### src/rtl/tx_pkg.sv
// Shared types and line levels for the photonic-link transmit serializer.
// The optional parity feature is selected by TX_SERIALIZER_PARITY_EN.
package tx_pkg;

    typedef enum logic [1:0] {
        ST_IDLE   = 2'd0,
        ST_START  = 2'd1,
        ST_DATA   = 2'd2,
        ST_PARITY = 2'd3
    } tx_state_t;

    localparam logic START_LEVEL = 1'b1;
    localparam logic IDLE_LEVEL  = 1'b0;

endpackage

### src/rtl/tx_serializer_shift_reg.sv
// Right-shifting word register feeding the serial line; load wins over shift.
// Built the same way whether or not TX_SERIALIZER_PARITY_EN is defined.
module shift_reg #(
    parameter int WIDTH = 8
) (
    input  logic             clk,
    input  logic             rst,
    input  logic             load,
    input  logic             shift,
    input  logic [WIDTH-1:0] d,
    output logic [WIDTH-1:0] q,
    output logic             lsb
);

    logic [WIDTH-1:0] q_q;
    logic [WIDTH-1:0] q_d;

    // Each bit either reloads, takes its upper neighbour, or holds.
    genvar gi;
    generate
        for (gi = 0; gi < WIDTH - 1; gi++) begin : g_bit
            assign q_d[gi] = load  ? d[gi]       :
                             shift ? q_q[gi + 1] :
                                     q_q[gi];
        end
    endgenerate

    assign q_d[WIDTH-1] = load  ? d[WIDTH-1] :
                          shift ? 1'b0       :
                                  q_q[WIDTH-1];

    always_ff @(posedge clk) begin
        if (rst) begin
            q_q <= '0;
        end else begin
            q_q <= q_d;
        end
    end

    assign q   = q_q;
    assign lsb = q_q[0];

endmodule

### src/rtl/tx_serializer.sv
// Framed parallel-to-serial transmitter: start bit, data LSB first, optional
// even parity when TX_SERIALIZER_PARITY_EN is defined. All outputs registered.
module tx_serializer
    import tx_pkg::*;
#(
    parameter int WIDTH = 8
) (
    input  logic             clk,
    input  logic             rst,
    input  logic [WIDTH-1:0] data_in,
    input  logic             valid_in,
    output logic             ready_out,
    output logic             tx_out,
    output logic             tx_active,
    output logic             done
);

    localparam int CW = (WIDTH > 1) ? $clog2(WIDTH) : 1;
    localparam logic [CW-1:0] CNT_LAST = CW'(WIDTH - 1);

    tx_state_t        state_q, state_d;
    logic [CW-1:0]    cnt_q, cnt_d;
    logic             tx_q, tx_d;
    logic             active_q, active_d;
    logic             ready_q, ready_d;
    logic             done_q, done_d;

    logic             sr_load;
    logic             sr_shift;
    logic [WIDTH-1:0] sr_q;
    logic             sr_lsb;

`ifdef TX_SERIALIZER_PARITY_EN
    logic             parity_q, parity_d;
`else
    logic             sr_q_unused;
    assign sr_q_unused = ^sr_q;
`endif

    shift_reg #(
        .WIDTH (WIDTH)
    ) u_shift_reg (
        .clk   (clk),
        .rst   (rst),
        .load  (sr_load),
        .shift (sr_shift),
        .d     (data_in),
        .q     (sr_q),
        .lsb   (sr_lsb)
    );

    // Outputs are computed for the cycle being entered, so the register sees
    // the bit one shift ahead of what is currently on the line.
    always_comb begin
        state_d  = state_q;
        cnt_d    = cnt_q;
        sr_load  = 1'b0;
        sr_shift = 1'b0;
        tx_d     = IDLE_LEVEL;
        done_d   = 1'b0;
`ifdef TX_SERIALIZER_PARITY_EN
        parity_d = parity_q;
`endif
        case (state_q)
            ST_IDLE: begin
                if (valid_in && ready_q) begin
                    sr_load = 1'b1;
                    cnt_d   = '0;
                    state_d = ST_START;
                    tx_d    = START_LEVEL;
                end
            end
            ST_START: begin
                sr_shift = 1'b1;
                state_d  = ST_DATA;
                tx_d     = sr_lsb;
`ifdef TX_SERIALIZER_PARITY_EN
                parity_d = ^sr_q;
`endif
            end
            ST_DATA: begin
                if (cnt_q == CNT_LAST) begin
`ifdef TX_SERIALIZER_PARITY_EN
                    state_d = ST_PARITY;
                    tx_d    = parity_q;
`else
                    state_d = ST_IDLE;
                    done_d  = 1'b1;
`endif
                end else begin
                    sr_shift = 1'b1;
                    cnt_d    = cnt_q + 1'b1;
                    tx_d     = sr_lsb;
                end
            end
`ifdef TX_SERIALIZER_PARITY_EN
            ST_PARITY: begin
                state_d = ST_IDLE;
                done_d  = 1'b1;
            end
`endif
            default: begin
                state_d = ST_IDLE;
            end
        endcase

        active_d = (state_d != ST_IDLE);
        ready_d  = (state_d == ST_IDLE);
    end

    always_ff @(posedge clk) begin
        if (rst) begin
            state_q  <= ST_IDLE;
            cnt_q    <= '0;
            tx_q     <= IDLE_LEVEL;
            active_q <= 1'b0;
            ready_q  <= 1'b1;
            done_q   <= 1'b0;
        end else begin
            state_q  <= state_d;
            cnt_q    <= cnt_d;
            tx_q     <= tx_d;
            active_q <= active_d;
            ready_q  <= ready_d;
            done_q   <= done_d;
        end
    end

`ifdef TX_SERIALIZER_PARITY_EN
    always_ff @(posedge clk) begin
        if (rst) begin
            parity_q <= 1'b0;
        end else begin
            parity_q <= parity_d;
        end
    end
`endif

    assign ready_out = ready_q;
    assign tx_out    = tx_q;
    assign tx_active = active_q;
    assign done      = done_q;

endmodule

### config.mk
export PLATFORM = sky130hd
export DESIGN_NAME = tx_serializer
export DESIGN_NICKNAME = d
export VERILOG_FILES = /design/src/rtl/tx_pkg.sv /design/src/rtl/tx_serializer_shift_reg.sv /design/src/rtl/tx_serializer.sv
export SDC_FILE = /design/constraint.sdc
export NUM_CORES = 1
export LEC_CHECK = 0
export BUFFER_PORTS_ARGS = -buffer_cell sky130_fd_sc_hd__buf_2
export CORE_ASPECT_RATIO = 1.1
export CORE_MARGIN = 2
export CORE_UTILIZATION = 45
export DETAILED_ROUTE_END_ITERATION = 8
export GPL_ROUTABILITY_DRIVEN = 1
export PLACE_DENSITY_LB_ADDON = 0.08
export SLEW_MARGIN = 20
export SYNTH_ARGS = -nofsm -noshare
export SYNTH_HDL_FRONTEND = slang
export SYNTH_HIERARCHICAL = 1
export SYNTH_SLANG_ARGS = --single-unit
### constraint.sdc
create_clock -name clk -period 2.9 [get_ports clk]
set_input_delay 0.58 -clock clk [delete_from_list [all_inputs] [get_ports clk]]
set_output_delay 0.58 -clock clk [all_outputs]
set_load 0.02 [all_outputs]
== After elaboration in Yosys (flattened, before gate mapping) ==
Cells that the tools add are included.

* Bits in registers: 17
* Input port bits: 11
* Output and inout port bits: 4
* Word-level logic and storage cells: 51

* Add/sub/neg operators: 1
* Equality and inequality tests: 5
* Mux-type cells: 29
* Bitwise gates (word level): 1
* Reduce and logical (&&, ||, !) cells: 8

{| class="wikitable"
|+ Operators by type and width
! kind !! number
|-
| two-way mux 1 bit || 21
|-
| two-way mux 3 bit || 2
|-
| case mux 2 bit (3 select lines) || 1
|-
| case mux 3 bit (2 select lines) || 1
|-
| nonzero test 2 bit || 3
|-
| zero test 2 bit || 2
|-
| two-way mux 2 bit || 2
|-
| != test 2 bit (second input constant) || 2
|-
| adder 3 x 1 -> 3 bit (second input constant) || 1
|-
| == test 3 bit (second input constant) || 1
|-
| case mux 1 bit (3 select lines) || 1
|-
| AND reduction 3 bit || 1
|-
| == test 2 x 1 -> 1 bit (second input constant) || 1
|-
| == test 2 bit (second input constant) || 1
|-
| case mux 1 bit (2 select lines) || 1
|-
| OR reduction 2 bit || 1
|-
| logical AND 1 bit || 1
|-
| inverter 1 bit || 1
|}

== Longest topological paths before layout ==
* Word-level depth: 5
* Gate-level depth with buffers: 7
* Gate-level depth less buffers: 6

== Hierarchy ==
Netlist, hierarchy kept.

{| class="wikitable"
|+ Modules (own cells, without submodules)
! module !! times used !! cells an instance !! area an instance (um2) !! sequential area each (um2)
|-
| tx_serializer || 1 || 51 || 499.2 || 180.2
|-
| shift_reg || 1 || 36 || 376.6 || 160.2
|}

== Worst setup path after synthesis ==
OpenSTA, ideal clock, no wires.

* Path type: reg2reg
* From: reg state_q[0]
* To: reg u_shift_reg.q_q[7] (netlist: u_shift_reg/q[7])
* Setup time: 0.070 ns
* Arrival: 1.594 ns
* Required time: 2.830 ns
* Setup slack: 1.236 ns
* Stages on the path, launching flop included: 8
* Path buffers: 1
* Period minus slack after synthesis: 1.664 ns
* Path through: dfxtp_1 -> inv_1 -> ha_1 -> nor2b_1 -> o21a_1 -> buf_6 -> or3b_1 -> a21oi_1

* Cells in the longest elaborated chain, start to end: 3
* Elaborated cells on any way between the ends: 7
* Those cells by class: eq/ne (2); mux (3); reduce/logical (2)

{| class="wikitable"
|+ Ends and longest elaborated chain
! what !! line !! text
|-
| start: declaration || tx_serializer.sv:21 || <nowiki>tx_state_t state_q, state_d;</nowiki>
|-
| start signal: assignment || tx_serializer.sv:120 || <nowiki>state_q <= state_d;</nowiki>
|-
| == test 2 bit / == test 2 x 1 -> 1 bit (equally long branches) || tx_serializer.sv:64 || <nowiki>case (state_q)</nowiki>
|-
| case mux 1 bit (2 select lines) (*) || tx_serializer.sv:64 ||
|-
| net sr_shift || tx_serializer.sv:29 || <nowiki>logic sr_shift;</nowiki>
|-
| nonzero test 2 bit (no source line) (*) || - ||
|-
| end signal: assignment || tx_serializer_shift_reg.sv:36 || <nowiki>q_q <= q_d;</nowiki>
|-
| end: declaration || tx_serializer_shift_reg.sv:15 || <nowiki>logic [WIDTH-1:0] q_q;</nowiki>
|}

The timed path passes the listed nets; every way through them passes the cells marked *.
A chain may end at the register's enable or synchronous reset.

== Worst setup path after layout ==
Same ends and word-level chain as after synthesis.

==> flow_summary.yaml <==
clocking:
  htreeDepth: 1
  cts_setup_buffers: 0
  clock_path_buffers: 2
  cts_tree: "built"
  cts.repair.resized: 0
  clk_pin_slew_ns: 0.10
  cts-root-buf: "clkbuf_4"
  cts_num_sinks: 17
  numCtsBuffers: 3
  ctsHoldBuffers: 0
  source_to_sink_clock_delay_at_the_later_pin_of_the_worst_skew_pair_ns: 0.28
timing:
  actual_transition_at_the_worst_max_transition_pin_ns: 0.3978
  finalHoldViolCount: 0
  setup_viol: 0
  hold-worst-slack_ns: 0.4903
  fin_crit_ns: 1.860
  rsz0062_at_grt: "no"
  fin_worst_skew_ns: 0.003765
  timing.final.ws_setup_ns: 1.040
  tns_ns: 0
  fmax_ghz: 0.5376
  post-route-period-util: 0.6414
  timing_max_transition_violations_final: 0
  max_slew_margin: 0.7348
global_routing:
  first_global_vias: 656
  grt_max_degree: 18
  grt_use_total: 0.1606
  wire_length_of_the_first_global_routing_pass_um: 2711
  globalRouteOverflowTotal: 0
  grt_antenna_before_repair: 0
route:
  drtIter0Drc: 3
  wl_per_cell_um: 12.84
  post_drt_via_cell_ratio: 5.555
  drtPass1Iterations: 4
  via_count: 661
  ant_nets: 0
  drt-total-wl_um: 1528
  remaining_drc_errors: 0
worst_setup_path:
  cp.required_ns: 3.12
  critical_path.startpoint_type: "flop"
  critPathArrivalTime_ns: 2.08
  critical_path.reg2reg.startpoint: "state_q[0]"
  path_max_fanout: 8
  worst-setup-path-type: "reg -> reg"
  timing.critical_path.from: "state_q[0]"
  end_kind: "flop"
die:
  floorplan.initialDensity: 0.4819
  design.portCount: 15
  fp.dieH_um: 50.07
  fp-row-count: 16
  die_x_um: 45.89
  design.die.area_sq_um: 2297
  core_sq_um: 1802
yosys:
  ys_warn_count: 6
  synthesis.nets: 104
  mapped_area_sq_um: 868.3
  mapped_cells: 86
  post_synth.cell_area_avg_sq_um: 10.10
final_layout:
  fill_cells: 180
  synthToLayoutAreaGrowth_pct: 9.942
  ant_diodes: 0
  fin_util: 0.5299
  finish.net_count: 120
  post_route_cells_drive_above_1_share: 0.1881
  count_of_placed_standard_cells_in_the_final_layout_fillers_left_out: 119
power_and_ir_drop:
  ir_drop_v: 0.0004060
  cell_pwr_density_nw_per_um2: 823.2
  power.static_leakage_nw: 0.4108
outcome:
  status: "finished clean"
placed_design:
  dp_hpwl_um: 1132
  portBuffers: 14
  globalplace.congestion: 0.7212
  dp_slack_ns: 1.049
  number_of_placed_instances_taps_included: 115
worst_hold_path:
  worstHoldStart: "cnt_q[1]"
  holdCritPathClass: "reg -> reg"
run:
  drv.max_cap_violation_count: 0
[state kept, by name (all words and copies together) (netlist names)]
| name | count |
|---|---|
| cnt_q | 3 |
| done | 1 |
| ready_out | 1 |
| state_q | 2 |
| tx_active | 1 |
| tx_out | 1 |
| u_shift_reg/q | 8 |
[final cells by class]
type                       count  area, sq um  area share
tap                           18        22.52     0.02359
timing repair buffer          14        70.07     0.07339
inverter                       5        18.77     0.01966
sequential                    17        340.3      0.3565
clock buffer                   4        26.28     0.02752
multi-input combinational     61        476.7      0.4993
[layout by cell type, fill, tap and decap left out, drive strengths merged, types with 2 or more instances in the layout]
| cell type | count |
|---|---|
| o21ai | 3 |
| nor2 | 3 |
| nor2b | 8 |
| a21oi | 4 |
| nand4b | 2 |
| clkbuf | 4 |
| and2 | 2 |
| mux2i | 7 |
| o31ai | 3 |
| a211oi | 9 |
| dfxtp | 17 |
| ha | 7 |
| nand2 | 2 |
| inv | 5 |
| buf | 14 |
[final timing paths]
kind / end / slack (ns) / cells after the start
setup / recovery: u_shift_reg/q[7] / 1.04 / 6
hold / removal: cnt_q[1] / 0.49 / 2
hold reg to reg: cnt_q[1] / 0.49 / 2
setup reg to reg: u_shift_reg/q[7] / 1.04 / 6
[routing by layer]
layer | up-vias | part of all wire | global-route usage
met3 | 2 | 0.033 | 0.03297
met5 | - | 0 | 0
met4 | 0 | 0.0092 | 0.08571
met1 | 304 | 0.44 | 0.1888
li1 | 344 | - | -
met2 | 11 | 0.51 | 0.2616
[report_power, final]
group          total [mW]  internal [mW]  switching (mW)  leakage [nW]
logic               0.330          0.147           0.182         0.256
registers           0.331          0.296          0.0355         0.140
clock network       0.125         0.0534          0.0716        0.0150
total               0.786          0.497           0.289         0.411
[stage by stage]
stage	cell area, sq um	power, mW
floorplan	868.3	0.6003
global placement	928.4	0.6633
detailed placement	928.4	0.6685
CTS	954.7	0.7969
global route	954.7	0.8551
finish	954.7	0.7859
[critical path, cell delays in order (launching register included)]
cell and delay [ns]:
dfxtp_1 0.39, inv_1 0.09, ha_1 0.27, nor2b_1 0.19, o21a_1 0.31, or3b_1 0.41, a21oi_1 0.14
Note: power is estimated with default switching activity, not from simulation.
